**src/rtl/fetch_queue.sv**
```systemverilog
// rtl/fetch_queue.sv - in-order {PC, Instr} FIFO between the IFU and decode
// Fetch is throttled by FQ_o_FetchEn (= !full); a downstream redirect flushes every entry.
module fetch_queue #(
    parameter int DEPTH  = 4,
    parameter int ADDR_W = 2
) (
    input  logic              clk,
    input  logic              reset,
    input  logic              FQ_i_Valid,
    input  logic [31:0]       FQ_i_PC,
    input  logic [31:0]       FQ_i_Instr,
    input  logic              FQ_i_Flush,
    input  logic              FQ_i_DeqReady,
    output logic              FQ_o_FetchEn,
    output logic              FQ_o_Valid,
    output logic [31:0]       FQ_o_PC,
    output logic [31:0]       FQ_o_Instr,
    output logic [ADDR_W:0]   FQ_o_Count
);

    localparam logic [ADDR_W:0] FULL_CNT = (ADDR_W + 1)'(DEPTH);

    logic [63:0]       r_mem [DEPTH];
    logic [ADDR_W-1:0] r_rd_ptr;
    logic [ADDR_W-1:0] r_wr_ptr;
    logic [ADDR_W:0]   r_count;

    logic        w_full;
    logic        w_empty;
    logic        w_enq;
    logic        w_deq;
    logic [63:0] w_head;

    assign w_full  = (r_count == FULL_CNT);
    assign w_empty = (r_count == '0);
    // Refusing enq whenever full keeps FetchEn free of any path from DeqReady.
    assign w_enq   = FQ_i_Valid && !w_full;
    assign w_deq   = !w_empty && FQ_i_DeqReady;
    assign w_head  = r_mem[r_rd_ptr];

    always_ff @(posedge clk) begin
        if (reset || FQ_i_Flush) begin
            r_rd_ptr <= '0;
            r_wr_ptr <= '0;
            r_count  <= '0;
        end else begin
            if (w_enq) begin
                r_wr_ptr <= r_wr_ptr + 1'b1;
            end
            if (w_deq) begin
                r_rd_ptr <= r_rd_ptr + 1'b1;
            end
            unique case ({w_enq, w_deq})
                2'b10:   r_count <= r_count + 1'b1;
                2'b01:   r_count <= r_count - 1'b1;
                default: r_count <= r_count;
            endcase
        end
    end

    // Storage needs no reset; stale words are masked by the empty check on the outputs.
    always_ff @(posedge clk) begin
        if (!reset && !FQ_i_Flush && w_enq) begin
            r_mem[r_wr_ptr] <= {FQ_i_PC, FQ_i_Instr};
        end
    end

    always_ff @(posedge clk) begin
        if (!reset) begin
            assert (r_count <= FULL_CNT);
        end
    end

    assign FQ_o_FetchEn = !w_full;
    assign FQ_o_Valid   = !w_empty;
    assign FQ_o_PC      = w_empty ? 32'd0 : w_head[63:32];
    assign FQ_o_Instr   = w_empty ? 32'd0 : w_head[31:0];
    assign FQ_o_Count   = r_count;

endmodule

```
**config.mk**
```make
export PLATFORM = sky130hd
export DESIGN_NAME = fetch_queue
export DESIGN_NICKNAME = d
export VERILOG_FILES = /design/src/rtl/fetch_queue.sv
export SDC_FILE = /design/constraint.sdc
export NUM_CORES = 1
export LEC_CHECK = 0
export ABC_AREA = 0
export BUFFER_PORTS_ARGS = -buffer_cell sky130_fd_sc_hd__buf_4
export CAP_MARGIN = 20
export CORE_UTILIZATION = 55
export DETAILED_ROUTE_END_ITERATION = 6
export PLACE_DENSITY_LB_ADDON = 0.08
export SLEW_MARGIN = 5
export SYNTH_ARGS = -nofsm -noshare
export SYNTH_HDL_FRONTEND = slang
export SYNTH_SLANG_ARGS = --single-unit
```
**constraint.sdc**
```tcl
create_clock -name clk -period 3.9 [get_ports clk]
set_clock_uncertainty 0.1 [all_clocks]
set_input_delay 0.78 -clock clk [delete_from_list [all_inputs] [get_ports clk]]
set_output_delay 0.78 -clock clk [all_outputs]
set_load 0.01 [all_outputs]
```
Word-level counts from Yosys, hierarchy flattened

Memories as Yosys holds them, arrays and structs flattened. A register that Yosys moved wholly into a read port is not among the register bits.
Cells that the tools add are included.

Bits in registers: 7
Bits in latches: 0
RAM bits: 256
ROM bits: 0
Input port bits: 69
Output and inout port bits: 69
Word-level logic and storage cells: 29
Memories kept: 1

Memories:

| name  | depth | width | read ports | clocked after Yosys merged registers in | write ports | line | text |
|---|---|---|---|---|---|---|---|
| r_mem | 4     | 64    | 1          | 1                                       | 1           | 23   | `logic [63:0] r_mem [DEPTH];` |

Add/sub/neg operators: 4
Multiply operators: 0
Divide/modulo/power cells: 0
$lt $le $gt $ge: 0
Equality and inequality tests: 3
Shifts and indexed selects: 0
Multiplexer cells: 7
Bitwise logic cells: 0
Reduce and logical (&&, ||, !) cells: 11

Operators with widths:

| kind                                              | count |
|---|---|
| 2-to-1 mux 32 bit                                 | 2 |
| one-hot mux 3 bit (2 select lines)                | 1 |
| adder 2 x 1 -> 2 bit (second input constant)      | 2 |
| logical AND 1 bit                                 | 4 |
| zero test 1 bit                                   | 4 |
| 2-to-1 mux 2 bit                                  | 2 |
| adder 3 x 1 -> 3 bit (second input constant)      | 1 |
| == test 3 bit (second input constant)             | 1 |
| zero test 3 bit                                   | 1 |
| subtractor 3 x 1 -> 3 bit (second input constant) | 1 |
| == test 2 x 1 -> 1 bit (second input constant)    | 1 |
| == test 2 bit (second input constant)             | 1 |
| 2-to-1 mux 1 bit                                  | 2 |
| nonzero test 2 bit                                | 1 |
| logical OR 1 bit                                  | 1 |

Logic depth before layout (Yosys ltp)

Gate-level depths: netlist of run 1.

Depth after elaboration: 6
Gate-level depth with buffers: 10
Gate-level depth less buffers: 9

Worst setup path after synthesis of run 1

OpenSTA, ideal clock, no wires.

Path type: input -> register
From: in FQ_i_Flush
To: mem r_mem[0][0], enable pin
Setup time: 429 ps
Arrival: 2,628 ps
Data required time: 3,371 ps
Path slack: 743 ps
Stages: 2
Path buffers: 0
Path through: nor2_1 -> and3_1

Word-level cells in the longest chain between the ends: 5

Ends and longest elaborated chain:

| element                                | line | text |
|---|---|---|
| start, declared                        | 12   | `input logic FQ_i_Flush,` |
| zero test 1 bit                        | 63   | `if (!reset && !FQ_i_Flush && w_enq) begin` |
| logical AND 1 bit (2 in a row)         | 63   |  |
| 2-to-1 mux 1 bit                       | 63   |  |
| 2-to-1 mux 1 bit (implied by the code) | 64   | `r_mem[r_wr_ptr] <= {FQ_i_PC, FQ_i_Instr};` |
| end, declared                          | 23   |  |

No other way between the ends.

Worst setup path after layout of run 1

From: reg r_count[1], in the netlist FQ_o_Count[1]
To: out FQ_o_PC[8]

Word-level cells in the longest chain between the ends: 2

Ends and longest elaborated chain:

| element                | line | text |
|---|---|---|
| start, declared        | 26   | `logic [ADDR_W:0] r_count;` |
| start signal, assigned | 54   | `2'b10: r_count <= r_count + 1'b1;` |
| start signal, assigned | 55   | `2'b01: r_count <= r_count - 1'b1;` |
| start signal, assigned | 56   | `default: r_count <= r_count;` |
| zero test 3 bit        | 35   | `assign w_empty = (r_count == '0);` |
| 2-to-1 mux 32 bit      | 76   | `assign FQ_o_PC = w_empty ? 32'd0 : w_head[63:32];` |
| end, declared          | 16   | `output logic [31:0] FQ_o_PC,` |

No other way between the ends.

==> results of run 1 <==
==> report_power, final <==
group / internal, mW / switching (mW)
clock network: 1.36 / 0.984
registers: 3.15 / 0.0121
logic: 0.161 / 0.146
==> registers in the layout, summed over array words and instances, names as in the netlist, named ones only <==
register / count
r_rd_ptr: 2
FQ_o_Count: 3
r_wr_ptr: 2
r_mem: 256
==> Yosys cell counts (2+ instances only) <==
cell type	number	area share (%)
edfxtp_1	256	75
and2_1	64	3.9
mux4_2	64	14
dfxtp_1	9	1.8
clkbuf_1	8	0.29
inv_1	7	0.26
nor2_1	7	0.26
buf_12	6	1.2
buf_2	6	0.29
ha_1	5	0.61
and3_1	4	0.24
xor2_1	4	0.34
a21oi_1	2	0.098
buf_6	2	0.22
nand2_1	2	0.073
==> layout by cell type (no fill, tap or decap) <==
cell / netlist / routed
nand4_1: 1 / 1
mux2i_1: 1 / 1
nand2_1: 2 / 2
clkbuf_16: 0 / 27
dfxtp_1: 9 / 7
clkinv_1: 0 / 5
and2_1: 64 / 64
bufinv_16: 0 / 1
ha_1: 5 / 5
clkbuf_8: 0 / 1
or3_2: 1 / 2
o311ai_0: 1 / 1
and3_4: 0 / 4
or3b_4: 1 / 1
o31ai_1: 1 / 1
dfxtp_4: 0 / 2
and2_4: 1 / 1
xor2_1: 4 / 4
o21ai_0: 1 / 1
mux4_2: 64 / 64
clkbuf_1: 8 / 8
nor2_1: 7 / 7
fa_1: 1 / 1
buf_4: 0 / 138
clkinv_2: 0 / 5
inv_8: 0 / 1
or2_2: 1 / 1
buf_12: 6 / 7
o31ai_2: 1 / 1
a21oi_1: 2 / 2
inv_1: 7 / 7
edfxtp_1: 256 / 256
==> worst register-to-register path, stage by stage, from the launching register on <==
cell and delay, ns:
dfxtp_1 0.42, or3b_4 0.43, and2_4 0.20, inv_1 0.06, ha_1 0.18, inv_1 0.06
fa_1 0.38, xor2_1 0.16, or3_2 0.41, a21oi_1 0.15
==> cell type report <==
type	instances	area [um2]	share of cell area, %
Clock buffer	36	719.4	5.845
Multi-Input combinational cell	164	2140	17.38
Clock inverter	12	85.08	0.6913
Sequential cell	265	7875	63.98
Inverter	7	26.28	0.2135
Tap cell	229	286.5	2.328
Timing Repair Buffer	145	1176	9.556
==> per-stage QoR <==
step	hold WS (ns)	setup slack, ns	utilization [%]	instances	total power, mW
floorplan	0.3688	0.7428	-	459	3.366
detailed placement	0.4119	1.108	63.60	810	3.536
CTS	0.3407	0.5507	68.05	858	5.862
global placement	0.3803	1.142	63.60	810	3.524
finish	0.3581	0.6166	68.05	858	5.811
global route	0.3442	0.4791	68.05	858	5.981
==> per-layer routing <==
layer	share of wire [%]	wire length, um	up-vias	GRT usage, %
li1	-	-	2152	-
met3	6.9	1230	30	4.364
met1	40	7142	2471	24.58
met2	51	9071	148	33.05
met5	0	0	-	0
met4	2.6	461	0	5.500
==> worst min path at each step <==
stage	end	slack, ns	cells past startpoint
3_5_place_dp	r_wr_ptr[0]	0.41	2
2_1_floorplan	r_wr_ptr[0]	0.37	2
4_1_cts	r_mem[3][12]	0.34	1
6_report	r_mem[0][33]	0.36	1
5_1_grt	r_mem[3][4]	0.34	1
3_3_place_gp	r_wr_ptr[0]	0.38	2
==> cells by family (layout without fill, tap and decap cells) <==
group           Yosys count  in the layout
compound gates            6              6
xor+xnor                  4              4
fa+ha+maj                 6              6
buf+inv                  30            200
flops                   265            265
mux                      65             65
simple gates             83             83
==> run metrics, run 1 <==
core box area=0.01809 mm2; die width=138.3 um; sequential element share of the synthesized area=76.98%; gr ovfl total=0; Clock Pin Slew Worst Setup and Hold Paths=0.06 ns; worst path required time=3.02 ns; Worst path depth=4; diodes inserted=0; min Tclk post-route=3.283 ns; vias in the first global route=5,053; via count=4,801; Setup TNS=0 ns; Max Root-Sink Buffers=3; Mean Syn Cell Area=22.27 um2; reg2reg setup slack=1.28 ns; predominant post-synthesis flop cell=edfxtp_1; post-synthesis simple-gate area fraction=4.946%; compound-cell area share of the yosys netlist=0.4285%; H-tree levels=1; vias per cell=5.596; fin nets=685; GRT Util Overall=19.16%; run status=finished, violations left; boundary pin count=138; Synth Net Count=534; input/output buffers=137; CP Launch Type=flip-flop; # resized after CTS=0; static leakage=4.188 nW; synthesized flop and latch total=265; largest family of logic cells by synthesized area=multiplexers; Setup crit start=FQ_o_Count[1]; power per cell area=472.1 mW/mm2; area post-placement=0.01150 mm2; yosys warns=0; CP most frequent cell=buf_4; final hold vios=0; number of CTS-inserted buffers=27; Yosys cell types=28; Slew Viols, Final=0; hold_sp=FQ_i_PC[1]; # DRC=18; crit path DAT=2.40 ns; die area=0.01913 mm2; cell area after synthesis=0.01022 mm2; post-synthesis mux area share=14.20%; crit end category=primary output; cell area after layout=0.01231 mm2; Pre-antenna DRT Iters=7; kind of critical path=flip-flop to primary output; remaining antenna violation count=0; CTS tree=built; failing checks=design-rule violations; Setup Fix Bufs, Post-CTS=0; Worst Setup EP=FQ_o_PC[8]; Rel. slew slack=45.00%; Post-synth EDFFs=256; Peak VDD IR=440.3 uV; Post-Synth XOR/XNOR Area=0.3428%; Initial Util=56.51%; Synth async-reset ratio=0%; Max Freq=304.6 MHz; hpwl dp=10,310 um; routed len/inst=20.87 um; row count=49; CTS Sinks=265; worst slew pin tran=0.8250 ns; Buf/Inv on CP=2; Final Cycle Share=84.19%; Worst Hold Class=primary input to flip-flop; capturing point of the worst reg2reg path=FQ_o_Count[2]; CP peak stage delay=0.87 ns; initial drt markers=301; clk root buf=clkbuf_16; cell chain of the critical path=or3_2, buf_4, and2_1, buf_4; share of cells above drive strength 1=40.70%; RSZ-0062 raised after global routing=false; CP max stage cell=or3_2; worst reg2reg startpoint=FQ_o_Count[2]; synthesis-to-finish area growth=20.43%; largest net degree at the start of global routing=47; Die Y-Extent=138.3 um; r2r worst-path depth=9; worst-path fanout max=46; Filler Cell Count=1,185; first-pass GRT wire length=27,460 um; Cells after Synth=459; max_cap viols=0; Worst-Skew Late Latency=0.52 ns; CTS hold repair buffers=0; WL final=17,910 um; initial antenna violation count=0; GPL Wtd Cong=0.7673; Final Setup Violations=0; adder-cell share of the synthesized area=0.8080%; cell family with most CP delay=simple AND/OR/NAND/NOR gates
No activity file was read; power rests on OpenSTA's default activity.
==> run 2, diff against run 1 <==
==> constraint.sdc (replaced) <==
create_clock -name clk -period 3.1 [get_ports clk]
set_clock_uncertainty 0.1 [all_clocks]
set_input_delay 0.62 -clock clk [delete_from_list [all_inputs] [get_ports clk]]
set_output_delay 0.62 -clock clk [all_outputs]
set_load 0.01 [all_outputs]
==> run 2 against run 1 <==
Effect of this change:
- register-to-register slack lost 0.77 ns
- final area up 0.83%
- routed wire length is 2.4% higher
- critical endpoint is now FQ_o_PC[27]
- via count rose by 0.29%
- sequential cell count did not move
- largest power group unchanged
- die area did not move
- the flow still finishes with violations (design-rule violations)
- global-route usage up 0.68 points
- critical path type unchanged
- count of clock-buffer cells in the layout is 7 lower
- combinational power is 31% higher
- total power is 27% higher
==> run metrics, run 2 (same netlist as run 1, synthesis figures left out) <==
min Tclk post-route=2.810 ns; Final Cycle Share=90.66%; Peak VDD IR=465.3 uV (+5.7%); Worst Hold Class=primary input to flip-flop; Final Setup Violations=0 (unchanged); hold_sp=FQ_i_PC[1]; fin nets=692 (+1.0%); Initial Util=56.51% (unchanged); Die Y-Extent=138.3 um (unchanged); flip-flop count of the largest register, all copies and words added=256 (unchanged); final std cells w/o fill=865 (+0.82%); row count=49 (unchanged); die area=0.01913 mm2 (unchanged); H-tree levels=1 (unchanged); commonest non-fill, non-tap cell in the layout=edfxtp_1; input/output buffers=137 (unchanged); largest net degree at the start of global routing=41 (-13%); gr ovfl total=0 (unchanged); boundary pin count=138 (unchanged); CP Launch Type=flip-flop; failing checks=design-rule violations; Pre-antenna DRT Iters=6 (-1); Hold Slack=0.2051 ns (-0.1530 ns); Final Total Pwr=7.380 mW (+27%); remaining antenna violation count=0 (unchanged); worst path required time=2.38 ns (-0.64 ns); via count=4,815 (+0.29%); Setup TNS=0 ns (unchanged); synthesis-to-finish area growth=21.44%; r2r worst-path depth=9 (unchanged); capturing point of the worst reg2reg path=FQ_o_Count[2]; GPL Wtd Cong=0.7799 (+1.6%); clk root buf=clkbuf_16; GRT Util Overall=19.84% (+0.68 points); crit path DAT=2.09 ns (-0.31 ns); # DRC=18 (unchanged); Rel. slew slack=68.66% (+24 points); WL final=18,340 um (+2.4%); hold endpoint=r_mem[0][33]; Clock Pin Slew Worst Setup and Hold Paths=0.06 ns (about the same); diodes inserted=0 (unchanged); static leakage=4.253 nW (+1.5%); PnR worst setup slack=0.2896 ns (-0.3270 ns); vias in the first global route=5,236 (+3.6%); area post-placement=0.01157 mm2 (+0.54%); CTS Sinks=265 (unchanged); Top reg by flops=r_mem; first-pass GRT wire length=28,810 um (+4.9%); crit end category=primary output; Filler Cell Count=1,171 (-1.2%); Final Util=68.62% (+0.57 points); Hold Path Depth=1 (unchanged); final hold vios=0 (unchanged); number of CTS-inserted buffers=27 (unchanged); die width=138.3 um (unchanged); Max Freq=355.8 MHz; core box area=0.01809 mm2 (unchanged); share of cells above drive strength 1=42.30% (+1.6 points); Worst-Skew Late Latency=0.51 ns (about the same); initial drt markers=269 (-11%); max_cap viols=0 (unchanged); Max Root-Sink Buffers=3 (unchanged); commonest non-fill, non-tap cells in the layout=256 x edfxtp_1, 143 x buf_4, 64 x mux4_2, 64 x and2_1, 27 x clkbuf_16; initial antenna violation count=0 (unchanged); worst reg2reg startpoint=FQ_o_Count[2]; cell area after layout=0.01241 mm2 (+0.83%); total placed cells including tap cells=815 (+0.62%); pre-CTS setup slack=0.5481 ns (-0.5598 ns); reg2reg setup slack=0.51 ns (-0.77 ns); vias per cell=5.566 (-0.52%); run status=finished, violations left; routed len/inst=21.20 um (+1.6%); Slew Viols, Final=0 (unchanged); CTS tree=built; power per cell area=594.7 mW/mm2 (+26%); RSZ-0062 raised after global routing=false; kind of critical path=flip-flop to primary output; worst slew pin tran=0.4701 ns (-0.3549 ns); worst-path fanout max=29 (-37%); hpwl dp=10,950 um (+6.2%)
run 2: cell types whose count changed in the layout (fill, tap and decap cells not counted):
| cell | change |
|---|---|
| clkbuf_8 | -1 |
| buf_4 | +5 |
| bufinv_16 | +1 |
| clkbuf_1 | -6 |
| or3_4 | +1 |
| inv_8 | -1 |
| or3_2 | -1 |
| clkinv_2 | +6 |
| buf_12 | +2 |
| clkinv_4 | +1 |
run 2: how the worst max path moves through the flow:
stage                             start             end  slack, ns  cells past startpoint
after global routing          flip-flop  FQ_o_Instr[27]       0.20                      4
after global placement    FQ_o_Count[1]  FQ_o_Instr[28]       0.59                      4
after floorplan              FQ_i_Flush     r_mem[0][0]       0.10                      2
after detailed placement  FQ_o_Count[2]   FQ_o_Count[2]       0.55                      9
after CTS                 FQ_o_Count[1]  FQ_o_Instr[28]       0.05                      4
final                         flip-flop     FQ_o_PC[27]       0.29                      4
run 2: where the power goes:
| group | internal (mW) | leakage, nW | total [mW] | switching [mW] |
|---|---|---|---|---|
| registers | 3.96 | 2.39 | 3.98 | 0.0126 |
| logic | 0.210 | 1.45 | 0.401 | 0.191 |
| clock network | 1.75 | 0.418 | 3.00 | 1.25 |
run 2: routing by layer:
layer	routed length (um)	global-route usage [%]
met2	9266	33.66
met5	0	0
met1	7689	27.10
met3	1118	3.533
met4	261	4.672
run 2: layout make-up:
cell class | count | area [um2] | share of cell area [%]
well taps | 229 | 286.5 | 2.309
clock buffers | 29 | 683.2 | 5.505
repair buffers | 152 | 1254 | 10.10
inverters | 7 | 26.28 | 0.2117
clock inverters | 19 | 142.6 | 1.149
multi-input cells | 164 | 2143 | 17.27
flip-flops and latches | 265 | 7875 | 63.45
run 2: what timing repair did:
action                     CTS  global route
setup buffers                0             2
setup endpoints to repair    0            18
gates resized for setup      0             1
hold buffers                 0             0
run 2: worst max-delay path, stage by stage, from the launching register on:
cell and delay [ns]:
dfxtp_4 0.61, buf_12 0.28, mux4_2 0.34, and2_1 0.19
buf_4 0.14
